==> src/rtl/frame_pkg.sv <==
// Shared types, CRC constants and the byte-wise CRC-32 step for the frame
// signature block.
package frame_pkg;

  typedef enum logic [1:0] {
    ST_IDLE    = 2'd0,
    ST_SKIP    = 2'd1,
    ST_CAPTURE = 2'd2,
    ST_DONE    = 2'd3
  } state_e;

  localparam logic [31:0] CRC32_POLY = 32'hEDB8_8320;
  localparam logic [31:0] CRC32_INIT = 32'hFFFF_FFFF;

  // Reflected CRC-32: fold one byte in LSB first.
  function automatic logic [31:0] crc32_update(input logic [31:0] crc,
                                               input logic [7:0]  data);
    logic [31:0] c;
    c = crc ^ {24'h0, data};
    for (int i = 0; i < 8; i++) begin
      c = c[0] ? ((c >> 1) ^ CRC32_POLY) : (c >> 1);
    end
    return c;
  endfunction

endpackage

==> src/rtl/frame_edge_det.sv <==
// Registered rising-edge detector. The armed flag keeps a level that was
// already high when reset released from looking like a fresh edge; the input
// has to be seen low once before any pulse can fire.
module frame_edge_det (
  input  logic clk,
  input  logic rst,
  input  logic sig_i,
  output logic pulse_o
);

  logic sig_q;
  logic armed_q;
  logic pulse_q;

  // Sample the input and register the one-cycle rising-edge pulse.
  always_ff @(posedge clk) begin
    if (rst) begin
      sig_q   <= 1'b0;
      armed_q <= 1'b0;
      pulse_q <= 1'b0;
    end else begin
      // NOTE: non-blocking so every register reads the pre-edge value of its
      // neighbours; blocking here would let pulse_q see the new sig_q.
      sig_q   <= sig_i;
      armed_q <= armed_q | ~sig_i;
      pulse_q <= sig_i & ~sig_q & armed_q;
    end
  end

  assign pulse_o = pulse_q;

endmodule

==> src/rtl/frame_signature.sv <==
// Captures a CRC-32 signature and pixel count for selected frames of a video
// stream and publishes them through a valid/ready handshake.
module frame_signature
  import frame_pkg::*;
#(
  parameter int unsigned IMAGE_W     = 256,
  parameter int unsigned IMAGE_H     = 240,
  parameter int unsigned PIX_W       = 8,
  parameter int unsigned START_FRAME = 1,
  parameter int unsigned STOP_FRAME  = 3,
  parameter int unsigned DECIMATE    = 1
) (
  input  logic             clk,
  input  logic             rst,
  input  logic [PIX_W-1:0] pixel,
  input  logic             pixel_en,
  input  logic             frame,
  output logic             record_en,
  output logic             sig_valid,
  input  logic             sig_ready,
  output logic [31:0]      sig_crc,
  output logic [15:0]      sig_frame,
  output logic             sig_count_err,
  output logic             overflow,
  output logic             done
);

  localparam logic [19:0] FRAME_PIXELS = 20'(IMAGE_W * IMAGE_H);

  function automatic logic is_eligible(input logic [15:0] n);
    int unsigned nn;
    nn = 32'(n);
    return (nn >= START_FRAME) && (nn <= STOP_FRAME) &&
           (((nn - START_FRAME) % DECIMATE) == 0);
  endfunction

  logic        start_pulse;
  state_e      state_q,     state_d;
  logic [15:0] frame_cnt_q, frame_cnt_d;
  logic [31:0] crc_q,       crc_d;
  logic [19:0] pix_cnt_q,   pix_cnt_d;
  logic        sig_valid_q, sig_valid_d;
  logic [31:0] sig_crc_q,   sig_crc_d;
  logic [15:0] sig_frame_q, sig_frame_d;
  logic        sig_err_q,   sig_err_d;
  logic        overflow_q,  overflow_d;

  logic        accept;
  logic [7:0]  pix8;
  logic [31:0] crc_upd;
  logic [19:0] cnt_upd;
  logic [15:0] next_frame;

  frame_edge_det u_edge (
    .clk     (clk),
    .rst     (rst),
    .sig_i   (frame),
    .pulse_o (start_pulse)
  );

  // State, accumulators and the published signature.
  always_ff @(posedge clk) begin
    if (rst) begin
      state_q     <= ST_IDLE;
      frame_cnt_q <= '0;
      crc_q       <= CRC32_INIT;
      pix_cnt_q   <= '0;
      sig_valid_q <= 1'b0;
      sig_crc_q   <= '0;
      sig_frame_q <= '0;
      sig_err_q   <= 1'b0;
      overflow_q  <= 1'b0;
    end else begin
      state_q     <= state_d;
      frame_cnt_q <= frame_cnt_d;
      crc_q       <= crc_d;
      pix_cnt_q   <= pix_cnt_d;
      sig_valid_q <= sig_valid_d;
      sig_crc_q   <= sig_crc_d;
      sig_frame_q <= sig_frame_d;
      sig_err_q   <= sig_err_d;
      overflow_q  <= overflow_d;
    end
  end

  // Next state: accumulate pixels, close/open frames on the start pulse,
  // and run the signature handshake.
  always_comb begin
    // NOTE: every variable gets a default before any branch so no path
    // leaves one unassigned, which would infer a latch.
    pix8          = '0;
    pix8[PIX_W-1:0] = pixel;
    accept        = (state_q == ST_CAPTURE) && pixel_en;
    crc_upd       = accept ? crc32_update(crc_q, pix8) : crc_q;
    cnt_upd       = (accept && (pix_cnt_q != '1)) ? pix_cnt_q + 20'd1 : pix_cnt_q;
    next_frame    = frame_cnt_q + 16'd1;

    state_d       = state_q;
    frame_cnt_d   = frame_cnt_q;
    crc_d         = crc_upd;
    pix_cnt_d     = cnt_upd;
    sig_valid_d   = sig_valid_q & ~sig_ready;
    sig_crc_d     = sig_crc_q;
    sig_frame_d   = sig_frame_q;
    sig_err_d     = sig_err_q;
    overflow_d    = overflow_q;

    if (start_pulse && (state_q != ST_DONE)) begin
      frame_cnt_d = next_frame;
      crc_d       = CRC32_INIT;
      pix_cnt_d   = '0;
      state_d     = is_eligible(next_frame) ? ST_CAPTURE : ST_SKIP;
      if (state_q == ST_CAPTURE) begin
        // The pixel arriving with the pulse still belongs to the closing frame.
        if (frame_cnt_q == 16'(STOP_FRAME)) state_d = ST_DONE;
        if (sig_valid_q && !sig_ready) begin
          overflow_d = 1'b1;
        end else begin
          sig_valid_d = 1'b1;
          sig_crc_d   = ~crc_upd;
          sig_frame_d = frame_cnt_q;
          sig_err_d   = (cnt_upd != FRAME_PIXELS);
        end
      end
    end
  end

  assign record_en     = (state_q == ST_CAPTURE);
  assign done          = (state_q == ST_DONE);
  assign sig_valid     = sig_valid_q;
  assign sig_crc       = sig_crc_q;
  assign sig_frame     = sig_frame_q;
  assign sig_count_err = sig_err_q;
  assign overflow      = overflow_q;

endmodule

==> config.mk <==
export PLATFORM = sky130hd
export DESIGN_NAME = frame_signature
export DESIGN_NICKNAME = d
export VERILOG_FILES = /design/src/rtl/frame_pkg.sv /design/src/rtl/frame_edge_det.sv /design/src/rtl/frame_signature.sv
export SDC_FILE = /design/constraint.sdc
export NUM_CORES = 1
export LEC_CHECK = 0
export ABC_CLOCK_PERIOD_IN_PS = 2700
export CAP_MARGIN = 40
export CORE_MARGIN = 2
export CORE_UTILIZATION = 57
export DETAILED_ROUTE_END_ITERATION = 16
export GPL_ROUTABILITY_DRIVEN = 0
export PLACE_DENSITY_LB_ADDON = 0.25
export SLEW_MARGIN = 20
export SYNTH_ARGS = -nofsm -noshare
export SYNTH_HDL_FRONTEND = slang
export SYNTH_SLANG_ARGS = --single-unit
==> constraint.sdc <==
create_clock -name clk -period 2.7 [get_ports clk]
set_input_delay 0.54 -clock clk [delete_from_list [all_inputs] [get_ports clk]]
set_output_delay 0.54 -clock clk [all_outputs]
set_load 0.1 [all_outputs]
After elaboration in Yosys (flattened, before gate mapping):

Index checks and enable logic that the tools add are counted.

* flip-flop bits (word level): 124
* bits of input ports: 13

* add/sub/neg operators: 2
* $lt $le $gt $ge: 2
* equality and inequality tests: 6
* multiplexer cells: 16
* bitwise gates (word level): 18
* reduce and logical (&&, ||, !) cells: 9

Operators with widths (count)
* 32-bit two-way mux: 9
* 13-bit NOT with 14-bit output: 8
* 32-bit NOT: 1
* 32-bit by 8-bit XOR with 32-bit output: 1
* 20-bit by 1-bit adder with 20-bit output (second input constant): 1
* 20-bit two-way mux: 1
* 20-bit by 16-bit != test with 1-bit output (second input constant): 1
* 20-bit != test (second input constant): 1
* 16-bit by 1-bit adder with 16-bit output (second input constant): 1
* 16-bit by 2-bit == test with 1-bit output (second input constant): 1
* 16-bit by 1-bit greater-or-equal comparator with 1-bit output (second input constant): 1
* 16-bit by 2-bit less-or-equal comparator with 1-bit output (second input constant): 1
* 2-bit two-way mux: 3
* 3-bit AND reduction: 2
* 1-bit logical AND: 5
* 2-bit == test (second input constant): 2
* 1-bit NOT: 4
* 1-bit bitwise AND: 3
* 1-bit two-way mux: 3
* 2-bit != test (second input constant): 1
* 2-bit OR reduction: 1
* 1-bit zero test: 1
* 1-bit bitwise OR: 1

Depth between registers and ports, before layout:

* depth in word-level cells: 19
* gate-level depth with buffers: 9
* mapped depth without buffers: 8

By module:

Synthesis repeated with hierarchy kept, for this count alone.

* cells, all modules: 726
* area, all modules: 6264.8 µm²

By module, submodules not included
* frame_signature: times used 1, cells each 719, area each 6169.7 µm², seq. area each 2422.3 µm²
* frame_edge_det: times used 1, cells each 7, area each 95.1 µm², seq. area each 60.1 µm²

Least setup slack after synthesis:

Ideal clock, no wire load.

* kind: reg2reg
* start: register state_q[1]
* end: register sig_err_q, in the netlist sig_count_err
* setup time: 131 ps
* arrival time: 2713 ps
* data required time: 2569 ps
* setup slack: -144 ps
* cell stages (with the launch flop): 9
* path buffers: 1
* path through: dfxtp_1 -> nor2b_1 -> clkbuf_1 -> nand2_1 -> a2111oi_0 -> xnor2_1 -> nand4_1 -> nor4_1 -> a31oi_1

* cells in the longest elaborated chain, start to end: 5
* elaborated cells on any way between the ends: 8

Ends and longest elaborated chain
* start: declaration: RTL line frame_signature.sv:38 `state_e state_q, state_d;`
* start signal: assignment: RTL line frame_signature.sv:74 `state_q <= state_d;`
* 2-bit == test *
* named net record_en: RTL line frame_signature.sv:18 `output logic record_en,`
* 1-bit logical AND: RTL line frame_signature.sv:93 `accept = (state_q == ST_CAPTURE) && pixel_en;`
* 1-bit logical AND: RTL line frame_signature.sv:95 `cnt_upd = (accept && (pix_cnt_q != '1)) ? pix_cnt_q + 20'd1 : pix_cnt_q;`
* 20-bit two-way mux: RTL line frame_signature.sv:95
* 20-bit by 16-bit != test with 1-bit output: RTL line frame_signature.sv:122 `sig_err_d = (cnt_upd != FRAME_PIXELS);`
* end signal: assignment: RTL line frame_signature.sv:81 `sig_err_q <= sig_err_d;`
* end: declaration: RTL line frame_signature.sv:45 `logic sig_err_q, sig_err_d;`

Mark *: on every way through the listed nets, which the timed path passes. The rest lies on a longest branch.
A chain may end at the register's enable or synchronous reset.

Final worst setup path:

* start: register pix_cnt_q[0]
* end: register sig_err_q, in the netlist sig_count_err

* cells in the longest elaborated chain, start to end: 4
* elaborated cells on any way between the ends: 5

Ends and longest elaborated chain
* start: declaration: RTL line frame_signature.sv:41 `logic [19:0] pix_cnt_q, pix_cnt_d;`
* start signal: assignment: RTL line frame_signature.sv:77 `pix_cnt_q <= pix_cnt_d;`
* branches (longest 2 deep; another with 20-bit by 1-bit adder with 20-bit output)
* 20-bit two-way mux *: RTL line frame_signature.sv:95
* 20-bit by 16-bit != test with 1-bit output *: RTL line frame_signature.sv:122

Every way passes the cells marked *.

==> run summary <==
For this run, the leading register cell type out of synthesis is dfxtp_1. Internal power comes to 3.58 mW. The met1 track demand over resource is 0.320. The share of power burned in the clock network came out at 0.500. The count of endpoints failing setup in the final report is 0. The power density over cell area is 635 nW/um^2. The remaining max-slew budget at the tightest pin came out at 0.533.

The number of distinct library cells after synthesis is 56. The floorplan step defined a core boundary enclosing 10,300 sq um. Synthesis handed over a netlist of 722 instances.

The number of antenna diodes in the final layout is 0. Tracing the worst setup path back leads to its startpoint at pix_cnt_q[0]$_SDFF_PP0_. The worst path setup slack after routing is 0.241 ns. Summing all placed instances gives a cell area of 6760 sq um. The fraction of final layout cells sized beyond drive strength 1 came out at 0.172. The worst register-to-register path ends at sig_count_err$_SDFFE_PP0P_.

Buffers added to address setup during post-CTS repair amount to 0. Counting both buffers and inverters, the worst setup path holds a total of 0. For this block, the initial DRC count from the detailed router was 206.

Measured along the y axis, the die boundary spans 107 um. The number of cells traversed by the worst register-to-register path is 7. The critical path data required time is 3.12 ns. In the finished design, the share of the clock period the worst path needs comes to 0.911. The cell at the slowest stage of the critical path is dfxtp_1.

The global-route wire length before repair came out at 23,700 um. The tool flagged a number of max-cap violations equal to 0. The final route contains 5,163 vias. The cell total after placement is 907. The CTS buffer count is 17. The mean cell area of the mapped netlist came out at 8.33 sq um. By count the netlist is led by 141 x nand2_1, 124 x dfxtp_1, 79 x nor2_1, 67 x a21oi_1, 60 x xnor2_1. Counting I/O delays and the setup requirement, the final critical path takes 2.46 ns. The internal reg-to-reg setup slack is 0.24 ns. The final sum of negative setup slack came out at 0 ns. The number of placement rows is 37. The leading area contributor after synthesis is dfxtp_1. The number of detailed-routing iterations run before antenna repair came out at 5.

The antenna violation net count after detailed routing is 0. The number of antenna violations at the first check in global routing came out at 0. The effective utilization at floorplan is 0.585. The worst register-to-register path begins at pix_cnt_q[0]$_SDFF_PP0_. The run finished with clean final reports. The worst setup path is launched from a flip-flop. The I/O pin count came out at 66. The worst hold margin is 0.331 ns. For this run, the total global-route usage over all layers was measured as 0.264. The cell area after synthesis is 6010 sq um. The sequential cells in the finished layout cover a total of 2480 sq um. For this run, design rule violations remaining after detail routing come to 0. OpenSTA, run right after detailed placement, puts the worst setup slack at 0.00603 ns. The cell family contributing the most delay on the critical path is simple AND/OR/NAND/NOR gates. The multi-input combinational cell area is 3340 sq um.

The switching power came out at 1.09 mW. In this run the static leakage power is 2.78 nW. The combinational share of power is 0.102. The number of register bits inferred by synthesis came out at 124. The layer with the highest usage after global routing is met2. Derived from the worst setup path, the maximum achievable clock frequency is 407 MHz.

The via density per instance is 5.50. The worst supply voltage drop on vdd came out at 544 uV. The number of flops mapped to enable cells by yosys is 0. The net count of the finished layout is 806. The die boundary width came out at 107 um.

The number of clock sinks seen by CTS is 124. The area added between synthesis and finish came out at 22.5%. The largest single stage delay on the critical path is 0.47 ns.

The HPWL after detailed placement is 10,200 um. The worst setup path category is reg -> reg. The count of port buffers added during placement came out at 65.

The filler cells instantiated in the layout total 778. The largest net degree at the start of global routing came out at 65. The insertion delay of the later-clocked pin in the worst-skew pair came out at 0.54 ns.

The number of buffers inserted for hold repair after clock tree synthesis came out at 0. The clock skew came out at 0.00830 ns. The number of max-slew violations in the final report is 0. Clock-pin slew was measured on the worst setup and hold paths at 0.06 ns.

The number of global-route vias before repair is 4,943. The synthesized netlist net count is 738. The critical path arrival came out at 2.88 ns.

The fraction of met2 tracks used by global routing is 0.449. The buffer levels on the longest clock path is 2. Of the post-synthesis cell area, the dominant cell type holds 0.413. The routed length per instance came out at 15.4 um. CTS built an H-tree with a depth of 4.

The total design power is 4.68 mW. The cell sitting at the root of the clock tree is a clkbuf_8. The met3 routing resource usage after global routing is 0.0535. The count of placed standard cells in the final layout, fillers left out came out at 939.

The final number of hold-violating endpoints is 0. Yosys printed 0 warnings. The sequential-to-total area share from yosys stat is 0.413.

Ranked by total cell area, the synthesized netlist is headed by dfxtp_1 41%, nand2_1 8.8%, xnor2_1 8.7%, xor2_1 5.8%, a21oi_1 5.6%. The critical path ends at sig_count_err$_SDFFE_PP0P_. Setup repair after global routing left no endpoint under its margin. TritonCTS built the clock tree. The remaining global-route overflow came out at 0. Of the total power, registers draw 0.399. Post-CTS repair changed the size of 0 cells. The critical-path maximum fanout came out at 9. The worst hold-check path type is in -> reg. The critical path goes through ha_1 -> nand3_1 -> or3_1 -> nand4_1 -> mux2_2 -> nor3_1 -> a31oi_1. The most common cell in the synthesized netlist is nand2_1.

Counting buffers and inverters, the worst setup path is 7 cells deep. The post-synthesis async set-or-reset flop share is 0. The transition time at the pin with the least slew margin came out at 0.701 ns.

The post-detailed-routing wire length came out at 14,400 um. The finished cells cover 7370 sq um. For this run, the share of the core covered by cells in the final layout is 0.717. The floorplan step defined a die boundary enclosing 11,400 sq um.

The type of destination of the critical path is a flip-flop. The switching portion of total power is 0.234.
==> worst min path at each step <==
| stage | from | endpoint | slack [ns] | cells past startpoint |
|---|---|---|---|---|
| finish | rst | frame_cnt_q[15]$_SDFFE_PP0P_ | 0.33 | 2 |
| global route | rst | sig_crc[16]$_SDFFE_PP0P_ | 0.33 | 2 |
| CTS | rst | frame_cnt_q[15]$_SDFFE_PP0P_ | 0.31 | 2 |
| detailed placement | u_edge.sig_q$_SDFF_PP0_ | u_edge.pulse_o$_SDFF_PP0_ | 0.39 | 1 |
| global placement | u_edge.sig_q$_SDFF_PP0_ | u_edge.pulse_o$_SDFF_PP0_ | 0.38 | 1 |
| floorplan | u_edge.sig_q$_SDFF_PP0_ | u_edge.pulse_o$_SDFF_PP0_ | 0.37 | 1 |
==> power groups by stage <==
stage / Combinational [mW] / Sequential, mW / Clock (mW)
floorplan: 0.336 / 1.90 / 0
global placement: 0.460 / 1.90 / 0
detailed placement: 0.471 / 1.90 / 0
CTS: 0.476 / 1.86 / 2.35
global route: 0.508 / 1.86 / 2.44
finish: 0.476 / 1.86 / 2.34
==> routing by layer <==
layer  part of all wire  vias up
met3              0.050       26
met1               0.42     2461
li1                   -     2542
met5                  0        -
met2               0.50      134
met4              0.025        0
==> worst reg2reg max path: stages, from the launching register on <==
cell     delay [ns]
dfxtp_1        0.47
ha_1           0.27
nand3_1        0.28
or3_1          0.45
nand4_1        0.15
mux2_2         0.36
nor3_1         0.25
a31oi_1        0.11
==> area by class of cell <==
cell class                      instances  share of cell area
Inverter                                5             0.00255
Tap cell                              136              0.0231
Clock buffer                           21              0.0596
Multi-Input combinational cell        547               0.453
Sequential cell                       124               0.337
Timing Repair Buffer                   95               0.102
Clock inverter                         11              0.0228
==> cell usage in the layout (no fill, tap or decap), types with 3 or more instances in the layout <==
cell type	Yosys	layout
nand4_1	14	14
xnor2_2	7	7
nor3b_1	5	5
clkinv_2	0	3
xor2_1	40	40
or3_1	3	3
or2_2	5	5
o21ai_0	9	9
dfxtp_1	124	124
and3_1	5	5
clkbuf_16	0	16
nor2b_1	3	3
a31oi_1	6	6
clkbuf_1	39	3
a21oi_1	67	67
nand2_1	141	141
bufinv_16	0	4
nor2_1	79	78
ha_1	3	3
inv_1	5	5
buf_4	1	82
nor3_1	12	12
nand2b_1	4	4
clkdlybuf4s50_1	0	11
nor4_1	7	7
and4_1	5	5
xor2_2	3	3
nand3_1	15	15
mux2i_1	13	13
a211oi_1	6	6
xnor2_1	60	60
==> registers in the layout, summed over array words and instances (netlist names) <==
register and cells:
sig_count_err 1, pix_cnt_q 20, sig_frame 16, sig_crc 32, sig_valid 1, overflow 1
state_q 2, crc_q 32, u_edge.pulse_o 1, u_edge.sig_q 1, frame_cnt_q 16, u_edge.armed_q 1
==> kinds of logic (layout without fill, tap and decap cells) <==
| family | count (synthesis) | in the layout | share of synthesized area |
|---|---|---|---|
| simple gates | 310 | 310 | 0.232 |
| flops | 124 | 124 | 0.413 |
| xor+xnor | 114 | 114 | 0.189 |
| compound gates | 106 | 106 | 0.103 |
| buf+inv | 51 | 132 | 0.0331 |
| mux | 14 | 14 | 0.0235 |
| fa+ha+maj | 3 | 3 | 0.00624 |
(Power assumes the default switching activity.)
